### src/rtl/wb_reg_responder.sv
// Wishbone slave exposing NREG word registers with configurable wait states.
// Every request gets exactly one registered ack/err pulse followed by one idle gap cycle.
module wb_reg_responder #(
  parameter int AW   = 32,
  parameter int DW   = 32,
  parameter int BW   = 4,
  parameter int NREG = 8,
  parameter int WAIT = 1
) (
  input  logic                 wbs_clk_i,
  input  logic                 wbs_rst_i,
  input  logic                 wbs_cyc_i,
  input  logic                 wbs_stb_i,
  input  logic [AW-1:0]        wbs_adr_i,
  input  logic                 wbs_we_i,
  input  logic [DW-1:0]        wbs_dat_i,
  input  logic [BW-1:0]        wbs_sel_i,
  output logic [DW-1:0]        wbs_dat_o,
  output logic                 wbs_ack_o,
  output logic                 wbs_err_o,
  output logic [NREG*DW-1:0]   reg_o
);

  localparam int IW = $clog2(NREG);
  localparam logic [1:0] S_IDLE = 2'd0;
  localparam logic [1:0] S_WAIT = 2'd1;
  localparam logic [1:0] S_RESP = 2'd2;
  localparam logic [1:0] S_GAP  = 2'd3;
  localparam logic [3:0] WAIT_LOAD = (WAIT > 0) ? 4'(WAIT - 1) : 4'd0;
  localparam logic [AW-1:0] NREG_A = AW'(NREG);

  logic [1:0]    state_r;
  logic [1:0]    state_s;
  logic [3:0]    cnt_r;
  logic [3:0]    cnt_s;
  logic [AW-1:0] adr_r;
  logic          we_r;
  logic [DW-1:0] dat_r;
  logic [BW-1:0] sel_r;
  logic          ack_r;
  logic          err_r;
  logic [DW-1:0] rdata_r;
  logic [DW-1:0] regs_r [NREG];

  logic          req_s;
  logic          go_resp_s;
  logic [AW-1:0] cur_adr_s;
  logic          cur_we_s;
  logic          cur_valid_s;
  logic [IW-1:0] cur_idx_s;
  logic [IW-1:0] wr_idx_s;

  function automatic logic addr_ok(input logic [AW-1:0] a);
    return (a[1:0] == 2'b00) && ((a >> 2) < NREG_A);
  endfunction

  assign req_s = wbs_cyc_i & wbs_stb_i;

  // With zero wait states the response is decided from the live bus in IDLE.
  assign cur_adr_s   = (state_r == S_IDLE) ? wbs_adr_i : adr_r;
  assign cur_we_s    = (state_r == S_IDLE) ? wbs_we_i  : we_r;
  assign cur_valid_s = addr_ok(cur_adr_s);
  assign cur_idx_s   = cur_adr_s[IW+1:2];
  assign wr_idx_s    = adr_r[IW+1:2];

  // Next-state and wait-counter logic.
  always_comb begin
    state_s   = state_r;
    cnt_s     = cnt_r;
    go_resp_s = 1'b0;
    case (state_r)
      S_IDLE: begin
        if (req_s) begin
          if (WAIT > 0) begin
            state_s = S_WAIT;
            cnt_s   = WAIT_LOAD;
          end else begin
            state_s   = S_RESP;
            go_resp_s = 1'b1;
          end
        end else begin
          state_s = S_IDLE;
        end
      end
      S_WAIT: begin
        if (!req_s) begin
          state_s = S_IDLE;
          cnt_s   = 4'd0;
        end else if (cnt_r == 4'd0) begin
          state_s   = S_RESP;
          go_resp_s = 1'b1;
        end else begin
          cnt_s = cnt_r - 4'd1;
        end
      end
      S_RESP:  state_s = S_GAP;
      S_GAP:   state_s = S_IDLE;
      default: state_s = S_IDLE;
    endcase
  end

  // FSM state, latched request and registered response outputs.
  always_ff @(posedge wbs_clk_i or posedge wbs_rst_i) begin
    if (wbs_rst_i) begin
      state_r <= S_IDLE;
      cnt_r   <= 4'd0;
      adr_r   <= '0;
      we_r    <= 1'b0;
      dat_r   <= '0;
      sel_r   <= '0;
      ack_r   <= 1'b0;
      err_r   <= 1'b0;
      rdata_r <= '0;
    end else begin
      state_r <= state_s;
      cnt_r   <= cnt_s;
      if (state_r == S_IDLE && req_s) begin
        adr_r <= wbs_adr_i;
        we_r  <= wbs_we_i;
        dat_r <= wbs_dat_i;
        sel_r <= wbs_sel_i;
      end
      ack_r   <= go_resp_s & cur_valid_s;
      err_r   <= go_resp_s & ~cur_valid_s;
      rdata_r <= (go_resp_s && cur_valid_s && !cur_we_s) ? regs_r[cur_idx_s] : '0;
    end
  end

  // Byte-masked register write on the edge that closes the RESP cycle.
  always_ff @(posedge wbs_clk_i or posedge wbs_rst_i) begin
    if (wbs_rst_i) begin
      for (int k = 0; k < NREG; k++) begin
        regs_r[k] <= '0;
      end
    end else if (state_r == S_RESP && ack_r && we_r) begin
      for (int i = 0; i < BW; i++) begin
        if (sel_r[i]) begin
          regs_r[wr_idx_s][8*i +: 8] <= dat_r[8*i +: 8];
        end
      end
    end
  end

  // Flatten the register file onto reg_o.
  always_comb begin
    reg_o = '0;
    for (int k = 0; k < NREG; k++) begin
      reg_o[k*DW +: DW] = regs_r[k];
    end
  end

  assign wbs_dat_o = rdata_r;
  assign wbs_ack_o = ack_r;
  assign wbs_err_o = err_r;

endmodule

### config.mk
export PLATFORM = sky130hd
export DESIGN_NAME = wb_reg_responder
export DESIGN_NICKNAME = d
export VERILOG_FILES = /design/src/rtl/wb_reg_responder.sv
export SDC_FILE = /design/constraint.sdc
export NUM_CORES = 1
export LEC_CHECK = 0
export ABC_AREA = 1
export CAP_MARGIN = 0
export CORE_AREA = 2 2 188 264
export DETAILED_ROUTE_END_ITERATION = 12
export DIE_AREA = 0 0 190 266
export SYNTH_ARGS = -nofsm -noshare
export SYNTH_HDL_FRONTEND = slang
export SYNTH_SLANG_ARGS = --single-unit
### constraint.sdc
create_clock -name wbs_clk_i -period 12.3 [get_ports wbs_clk_i]
set_input_delay 1.845 -clock wbs_clk_i [delete_from_list [all_inputs] [get_ports wbs_clk_i]]
set_output_delay 1.845 -clock wbs_clk_i [all_outputs]
set_load 0.03 [all_outputs]
==> results.json <==
{
  "worst_hold_startpoint": "adr_r[15]$_DFFE_PP0P_",
  "min_path_type": "reg2reg",
  "slew_headroom": 0.291,
  "required_ns": 12.70,
  "finalCritPeriodShare": 0.322,
  "ctsHoldBuffers": 0,
  "track_usage": 0.221,
  "grt_pass1_wl_mm": 85.8,
  "port_buffers": 362,
  "synthCells": 2113,
  "tightest_slew_ns": 1.06,
  "finalSetupTns_ns": 0,
  "ctsRootBufferMaster": "clkbuf_16",
  "io-pin-count": 363,
  "globalRouteOverflowTotal": 0,
  "postSynthAreaPerCell_um2": 7.90,
  "layout.nets": 2511,
  "outcome": "complete, no violations",
  "dr.pass1.iters": 7,
  "grt_pass1_vias": 14600,
  "synth_area_um2": 16700,
  "finalCriticalPeriod_ns": 3.96,
  "yosysWarnings": 0,
  "wirelength_mm": 56.1,
  "clk_latency_ns": 0.54,
  "r2r_start": "state_r[0]$_DFFE_PP0P_",
  "finalSetupViolations": 0,
  "die_w_um": 190,
  "critPathLaunchType": "input port",
  "crit_top_cell": "nand2_1",
  "ys_seq_area_frac": 0.547,
  "die_h_um": 266,
  "avgViaCountPerCell": 4.80,
  "worstPathArrival_ns": 4.36,
  "ys_ff_latch": 365,
  "crit_family": "simple AND/OR/NAND/NOR gates",
  "utilization": 0.454,
  "worstSetupStartpoint": "wbs_adr_i[2]",
  "grt_max_degree": 178,
  "cts_num_sinks": 365,
  "syn-num-nets": 2188,
  "critPathMaxFanout": 64,
  "rows": 96,
  "cap_violations": 0,
  "vias": 14900,
  "core_um2": 48400,
  "htreeDepth": 2,
  "cts_setup_buffers": 0,
  "mostFrequentLayoutCells": "733 x nand2_1, 365 x dfrtp_1, 362 x clkdlybuf4s50_1",
  "final_antenna_net_count": 0,
  "ys_types": 24,
  "cp_cell_sequence": "clkdlybuf4s50_1 -> nand2_1 -> nand2_4 -> buf_4 -> nand2_1 -> nand3_1 -> nand3_1 -> nand2_1 -> nor2_1",
  "cts_resized": 0,
  "antenna_found_initial": 1,
  "wl_per_cell_um": 18.1,
  "dp.final_hpwl_mm": 40.4,
  "finalHoldViolations": 0,
  "crit_path_end_kind": "flip-flop",
  "dieArea_um2": 50500,
  "drc": 0,
  "critPathMaxStageDelay_ns": 0.69,
  "cts_tree": "yes",
  "rsz0062_at_grt": "false",
  "final_common_cell": "nand2_1",
  "first_iter_violations": 1138,
  "cp.buffers_inverters": 2,
  "peakVddDrop_v": 0.000113,
  "antenna_cells": 0,
  "start_util": 0.345,
  "critPathKind": "in2reg",
  "numCtsBuffers": 39,
  "p_per_area_nw_per_um2": 179,
  "leakagePower_nw": 9.82,
  "cts_max_path_buffers": 3,
  "drive_gt1_frac": 0.0373,
  "max_freq_mhz": 253,
  "critPathSlowestCell": "buf_4",
  "clk_pin_slew_ns": 0.06,
  "place_congestion": 0.898,
  "drv_slew": 0,
  "syn_to_final_growth_pct": 31.5,
  "finClkSkew_ns": 0.0198
}
[cell families after synthesis]
kind of cell / share of synthesized area
buffers and inverters: 0.110
xor gates and xnor gates: 0.000525
DFF: 0.547
AOI/OAI and AO/OA: 0.0935
adders and majority gates: 0.00150
and+or+nand+nor: 0.248
[worst min-delay path, cell delays in order (launching register included)]
cell and delay [ns]:
dfrtp_1 0.34, nand2_1 0.05, nand2_1 0.05
[metal layers]
metal / track usage / up-vias / share of wire
met2: 0.381 / 519 / 0.50
met4: 0.110 / 2 / 0.051
met1: 0.264 / 7045 / 0.39
li1: - / 7194 / -
met3: 0.0391 / 139 / 0.060
met5: 0 / - / 0.00028
[area by class of cell]
class / count / area, um^2
Clock buffer: 57 / 1190
Clock inverter: 13 / 128
Fill cell: 4773 / 26400
Inverter: 316 / 1190
Multi-Input combinational cell: 1336 / 5770
Sequential cell: 365 / 9130
Tap cell: 637 / 797
Timing Repair Buffer: 378 / 3760
[per-stage QoR]
step	hold slack, ns	area, um^2	power (W)	instances	worst slack (ns)
2_1_floorplan	0.450	16700	0.00233	2113	0.323
3_3_place_gp	0.462	20600	0.00273	3032	7.82
3_5_place_dp	0.466	20600	0.00275	3032	7.79
4_1_cts	0.483	22000	0.00397	3102	8.36
5_1_grt	0.501	22000	0.00419	3102	8.16
6_report	0.479	22000	0.00393	3102	8.34
[flip-flops by register name (all words and copies together) (netlist names), named ones only]
| name | cells |
|---|---|
| reg_o | 256 |
| adr_r | 32 |
| dat_r | 32 |
| wbs_dat_o | 32 |
| cnt_r | 4 |
| sel_r | 4 |
| state_r | 1 |
| wbs_ack_o | 1 |
| wbs_err_o | 1 |
| we_r | 1 |
[Yosys cell counts (all sizes together)]
master  count  area share
a21oi       4      0.0012
nor2       78       0.019
nand4       1     0.00037
o21ai     307       0.092
nand2     735        0.17
nand3     197       0.059
buf        65       0.031
and2        1     0.00037
nor3        9      0.0027
clkinv      1     0.00022
clkbuf     31      0.0070
inv       315       0.071
xor2        1     0.00052
dfrtp     365        0.55
ha          2      0.0015
nor3b       1     0.00045
[final timing paths]
kind	endpoint	slack, ns	cells past startpoint
worst min register to register	adr_r[15]$_DFFE_PP0P_	0.48	2
worst min-delay path	adr_r[15]$_DFFE_PP0P_	0.48	2
worst max-delay path	wbs_dat_o[7]$_DFF_PP0_	8.34	9
min in group asynchronous	reg_o[28]$_DFFE_PP0P_	1.86	2
max in group asynchronous	reg_o[0]$_DFFE_PP0P_	8.86	3
worst max register to register	wbs_dat_o[7]$_DFF_PP0_	8.84	9
[report_power, final]
group	internal (W)	switching (W)
logic	0.000379	0.000970
clock network	0.000712	0.000499
registers	0.00131	0.0000511
Power figures use the tool's default switching activity.
